## src/rtl/exhaustive_vector_gen.sv

```systemverilog
// Exhaustive stimulus sequencer: walks every WIDTH-bit vector, waits a settle time, then hands it off via valid/ready.
// Optional macro VECGEN_GRAY_EN drives vec_out in Gray code instead of plain binary.
module exhaustive_vector_gen #(
  parameter int WIDTH       = 3,
  parameter int HOLD_CYCLES = 5,
  parameter int LOOP        = 0
) (
  input  logic             clk,
  input  logic             rst_n,
  input  logic             start,
  input  logic             pause,
  output logic [WIDTH-1:0] vec_out,
  output logic             vec_valid,
  input  logic             vec_ready,
  output logic             busy,
  output logic             done,
  output logic [WIDTH:0]   vec_count
);

  typedef enum logic [1:0] {IDLE, HOLD, WAIT_ACK, DONE} state_t;

  localparam int SW = (HOLD_CYCLES > 1) ? $clog2(HOLD_CYCLES) : 1;
  localparam logic [SW-1:0] SETTLE_LAST = SW'(HOLD_CYCLES - 1);

  state_t           state, state_nxt;
  logic [WIDTH-1:0] bin, bin_nxt;
  logic [SW-1:0]    settle, settle_nxt;
  logic             valid_nxt;
  logic [WIDTH:0]   count_nxt;

  function automatic logic [WIDTH-1:0] encode(input logic [WIDTH-1:0] b);
`ifdef VECGEN_GRAY_EN
    return b ^ (b >> 1);
`else
    return b;
`endif
  endfunction

  always_comb begin
    state_nxt  = state;
    bin_nxt    = bin;
    settle_nxt = settle;
    valid_nxt  = vec_valid;
    count_nxt  = vec_count;
    case (state)
      IDLE, DONE: begin
        if (start) begin
          state_nxt  = HOLD;
          bin_nxt    = '0;
          settle_nxt = '0;
          count_nxt  = '0;
          valid_nxt  = 1'b0;
        end
      end
      HOLD: begin
        // Settle time only advances on unpaused cycles.
        if (!pause) begin
          if (settle == SETTLE_LAST) begin
            state_nxt = WAIT_ACK;
            valid_nxt = 1'b1;
          end else begin
            settle_nxt = settle + 1'b1;
          end
        end
      end
      WAIT_ACK: begin
        if (vec_ready) begin
          valid_nxt = 1'b0;
          count_nxt = vec_count + 1'b1;
          if ((&bin) && (LOOP == 0)) begin
            state_nxt = DONE;
          end else begin
            bin_nxt    = bin + 1'b1;
            settle_nxt = '0;
            state_nxt  = HOLD;
          end
        end
      end
      default: state_nxt = IDLE;
    endcase
  end

  // Every output is registered from the next-state values so nothing glitches into the DUT.
  always_ff @(posedge clk or negedge rst_n) begin
    if (!rst_n) begin
      state     <= IDLE;
      bin       <= '0;
      settle    <= '0;
      vec_valid <= 1'b0;
      vec_count <= '0;
      vec_out   <= '0;
      busy      <= 1'b0;
      done      <= 1'b0;
    end else begin
      state     <= state_nxt;
      bin       <= bin_nxt;
      settle    <= settle_nxt;
      vec_valid <= valid_nxt;
      vec_count <= count_nxt;
      vec_out   <= encode(bin_nxt);
      busy      <= (state_nxt == HOLD) || (state_nxt == WAIT_ACK);
      done      <= (state_nxt == DONE);
    end
  end

endmodule

```

## config.mk

```make
export PLATFORM = sky130hd
export DESIGN_NAME = exhaustive_vector_gen
export DESIGN_NICKNAME = d
export VERILOG_FILES = /design/src/rtl/exhaustive_vector_gen.sv
export SDC_FILE = /design/constraint.sdc
export NUM_CORES = 1
export LEC_CHECK = 0
export BUFFER_PORTS_ARGS = -buffer_cell sky130_fd_sc_hd__buf_4
export CAP_MARGIN = 20
export CORE_UTILIZATION = 45
export CTS_CLUSTER_DIAMETER = 60
export CTS_CLUSTER_SIZE = 30
export DETAILED_ROUTE_END_ITERATION = 8
export PLACE_DENSITY_LB_ADDON = 0.05
export SYNTH_ARGS = -nofsm -noshare
export SYNTH_HDL_FRONTEND = slang
export SYNTH_SLANG_ARGS = --single-unit
```

## constraint.sdc

```tcl
create_clock -name clk -period 1.6 [get_ports clk]
set_input_delay 0.24 -clock clk [delete_from_list [all_inputs] [get_ports clk]]
set_output_delay 0.24 -clock clk [all_outputs]
set_load 0.03 [all_outputs]
```

Word level (Yosys, flattened, before mapping) --
Cells that the tools add are included. W data, S select, Z words.
Operators by class: eq/ne operators 13, multiplexer cells 23, add/sub/neg operators 3, reduce and logical (&&, ||, !) cells 9
Operators by type and width (number):
- $mux W3 | 7
- $ne A2 B2 Y1 const B | 6
- $mux W2 | 5
- $pmux W3 S3 | 1
- $eq A2 B2 Y1 const B | 4
- $mux W4 | 2
- $pmux W4 S2 | 1
- $reduce_and A4 Y1 | 2
- $add A3 B1 Y3 const B | 2
- $pmux W2 S3 | 1
- $pmux W3 S2 | 1
- $reduce_and A3 Y1 | 2
- $reduce_and A5 Y1 | 1
- $add A4 B1 Y4 const B | 1
- $eq A2 B1 Y1 const B | 2
- $mux W1 | 4
- $eq A3 B3 Y1 const B | 1
- $pmux W1 S3 | 1
- $logic_not A2 Y1 | 1
- $reduce_bool A2 Y1 | 1
- $reduce_or A2 Y1 | 1
- $logic_or A1 B1 Y1 | 1
Word-level totals: output and inout port bits 10, register bits after elaboration 15, logic and storage cells 55, input port bits 5

Longest topological paths before layout --
depth in word-level cells 6, gate-level depth with buffers 8, gate-level depth less buffers 7

Least setup slack after synthesis --
OpenSTA, ideal clock, no wires.
path type reg-to-reg, start point register bin[0], end point register bin[1], stages on the path, launching flop included 7, data required time 1.478 ns, path buffers 0, clock period less this slack 1.761 ns, slack -0.161 ns, arrival 1.639 ns, library setup time 0.122 ns, path through dfrtp_1 > ha_1 > ha_1 > nand2b_2 > a21oi_4 > o21ai_2 > a32o_1
Between the ends: word-level cells in the longest chain between the ends 4, elaborated cells on any way between the ends 7, classes of those cells add/sub (1); eq/ne (1); mux (3); reduce/logical (2)
Ends and longest elaborated chain:
- start: declaration | line 26 | logic [WIDTH-1:0] bin, bin_nxt;
- start signal: assignment | line 96 | bin <= bin_nxt;
- $add A3 B1 Y3 | line 73 | bin_nxt = bin + 1'b1;
- $mux W3 | line 70 | if ((&bin) && (LOOP == 0)) begin
- $mux W3 | line 67 | if (vec_ready) begin
- $pmux W3 S2 | line 45 | case (state)
Parallel ways exist; a longest one is shown, timed or not. The select of a mux whose other input is x is not followed. A chain may end at the register's enable or synchronous reset.

Worst setup path in the final report --
Ends and elaborated chain as after synthesis.

==> reports/qor.yml <==
status:
  status: "complete, no violations"
worst_setup_path:
  critPathLaunchType: "flop"
  cp_cell_sequence: "ha_4, ha_4, nand2b_4, a21oi_4, o21ai_2, a32o_1"
  crit_type: "reg2reg"
  critical-path-max-stage-delay_ns: 0.45
  critPathMaxFanout: 4
  crit_top_cell: "ha_4"
  cp.required_ns: 1.79
  worstPathArrival_ns: 1.73
  crit_buf_inv: 0
  critPathTopFamily: "compound AO/OA/AOI/OAI gates"
  cpMaxStageDelayCell: "dfrtp_2"
  critPathCaptureType: "flop"
power:
  vdd_ir_drop_max_mv: 0.703
  power.density_mw_per_mm2: 1150
  pwr-share-comb_pct: 47.1
  netSwitchingPower_mw: 0.507
  power_mw: 1.30
  seq_power_share_pct: 35.5
  pwr-share-clk_pct: 17.4
  leakage_nw: 0.532
  intPower_mw: 0.791
  swShare_pct: 39.1
routing:
  wirelength_um: 1790
  dr.first_iter.drc_count: 20
  ant_nets: 0
  dr.pass1.iters: 4
  post_drt_via_cell_ratio: 5.45
  drc: 0
  routedWlPerCell_um: 13.3
  vias: 730
finish:
  diodes: 0
  finalNetCount: 123
  stdcell_count: 134
  finish.utilization_pct: 64.2
  drive_gt1_share_pct: 35.8
  syn2layout_area_growth_pct: 32.1
  fin_area_sq_mm: 0.00113
job:
  max-cap-violations: 0
die:
  initial_core_util_pct: 48.6
  core_area_sq_mm: 0.00176
  pin_count: 15
  num_rows: 15
  die_area_sq_mm: 0.00208
  die_height_um: 45.6
  die_x_um: 45.6
yosys:
  ys.flop_type: "dfrtp_1"
  yosysTopAreaCellShare_pct: 43.8
  ys.warnings.count: 0
  syn_inst: 86
  syn-num-nets: 99
  synth.most_common_cell: "dfrtp_1"
  yosysSeqAreaShare_pct: 43.8
  ys_types: 30
  yosys.area.top_type: "dfrtp_1"
  synth-edff-count: 0
  avgSynthCellArea_sq_um: 9.97
  synthTopCellsByArea: "dfrtp_1 (44%), ha_1 (12%), a21oi_1 (3.5%), nand2_1 (3.1%), inv_1 (2.6%)"
  ys_seq_elements: 15
  ys_async_sr_fraction_pct: 100
  syn_area_sq_um: 857
  ys_top_cells_by_count: "dfrtp_1 (15), ha_1 (8), nand2_1 (7), a21oi_1 (6), inv_1 (6)"
global_routing:
  track_usage_pct: 19.8
  grt_antenna_before_repair: 0
  grt_max_degree: 16
  grt_pass1_wl_um: 2790
  grt_overflow: 0
  grt_pass1_vias: 650
clock_network:
  insertion_delay_ns: 0.29
  cts_tree: "built"
  htreeDepth: 1
  cts_buffer_depth: 2
  cts-root-buf: "clkbuf_4"
  clock_sinks: 15
  numCtsBuffers: 3
  clk_pin_slew_ns: 0.09
sta:
  fin_crit_ns: 1.55
  tightestPinTransition_ns: 0.311
  slew_violations: 0
  fmax_mhz: 646
  post-route-period-util_pct: 96.7
  slew_headroom_pct: 79.1
  finalSetupTns_ns: 0
  rsz0062_at_grt: "true"
  hold_viol: 0
  clock_skew_ns: 0.00234
  setup_viol: 0
placement:
  dpl.hpwl_um: 1240
  postPlaceCellArea_sq_mm: 0.00102
  gp_congestion: 0.794
  placement.io_buffers: 14
  place_inst: 127
min_path:
  hp-class: "in2reg"
-- per-layer routing --
metal	vias up	track usage [%]	wire, um
met2	17	31.1	814
met4	0	12.7	47
li1	360	-	-
met5	-	0	0
met3	5	2.38	62
met1	348	25.6	860
-- layout by cell type (no fill, tap or decap), types with 2 or more instances in the layout --
cell type / n
mux2i_1: 2
nor2_1: 4
a21oi_2: 3
ha_1: 4
inv_1: 6
clkbuf_4: 3
o21a_1: 2
nand2b_1: 2
a32o_1: 2
dfrtp_1: 13
buf_4: 20
a21oi_1: 3
nor3_1: 2
ha_4: 3
o221ai_1: 2
o21ai_1: 4
nand4_1: 3
a21o_1: 2
dfrtp_2: 2
nand2_1: 7
a31oi_1: 2
o21ai_0: 3
-- power groups by stage --
| stage | registers [mW] | clock network [mW] | logic, mW |
|---|---|---|---|
| 2_1_floorplan | 0.503 | 0 | 0.307 |
| 3_3_place_gp | 0.466 | 0 | 0.499 |
| 3_5_place_dp | 0.468 | 0 | 0.508 |
| 4_1_cts | 0.460 | 0.234 | 0.517 |
| 5_1_grt | 0.469 | 0.246 | 0.680 |
| 6_report | 0.461 | 0.226 | 0.611 |
-- worst paths after layout --
check                           slack (ns)         to  cells after the start  startpoint
worst max-delay path                  0.05     bin[1]                      6      bin[0]
worst max register to register        0.05     bin[1]                      6      bin[0]
max in group asynchronous             1.06     bin[1]                      2       rst_n
worst min register to register        0.50  vec_valid                      1   vec_valid
min in group asynchronous             0.35  settle[2]                      2       rst_n
worst min-delay path                  0.29  settle[1]                      3       pause
-- registers in the layout, summed over array words and instances, names as in the netlist --
register   flops
bin            3
busy           1
done           1
settle         3
state          2
vec_count      4
vec_valid      1
-- tightest hold or removal path, delay by kind of cell --
| family | cells | cell delay, ns |
|---|---|---|
| compound gates | 2 | 0.23 |
| buf+inv | 1 | 0.08 |
-- layout make-up --
class                      count  area, sq um
fill                         156          632
inverter                       6         22.5
tap                           25         31.3
timing repair buffer          22          171
clock buffer                   4         26.3
multi-input combinational     62          503
sequential                    15          378
-- timing repair --
action	in CTS	in global routing
endpoints found under the hold margin	15	0
hold buffers	1	0
endpoints found under the setup margin	2	9
pin swaps	0	2
gates resized for setup	1	11
setup buffers	0	2
-- stage by stage --
stage          setup WS, ns  hold WS, ns
6_report             0.0523        0.292
4_1_cts              0.0155        0.285
2_1_floorplan        0.0109      -0.0556
5_1_grt             -0.0124        0.321
3_3_place_gp        0.00823        0.106
3_5_place_dp       -0.00871        0.109
-- logic make-up (layout without fill, tap and decap cells) --
logic type               Yosys count  in the layout  synth area share (%)
AO/OA/AOI/OAI                     27             27                  21.9
adder cells (fa/ha/maj)            8              8                  11.7
buffers and inverters              9             32                  4.96
flip-flops                        15             15                  43.8
multiplexers                       2              2                  2.34
AND/OR/NAND/NOR                   25             25                  15.3
No activity file was read; power rests on OpenSTA's default activity.
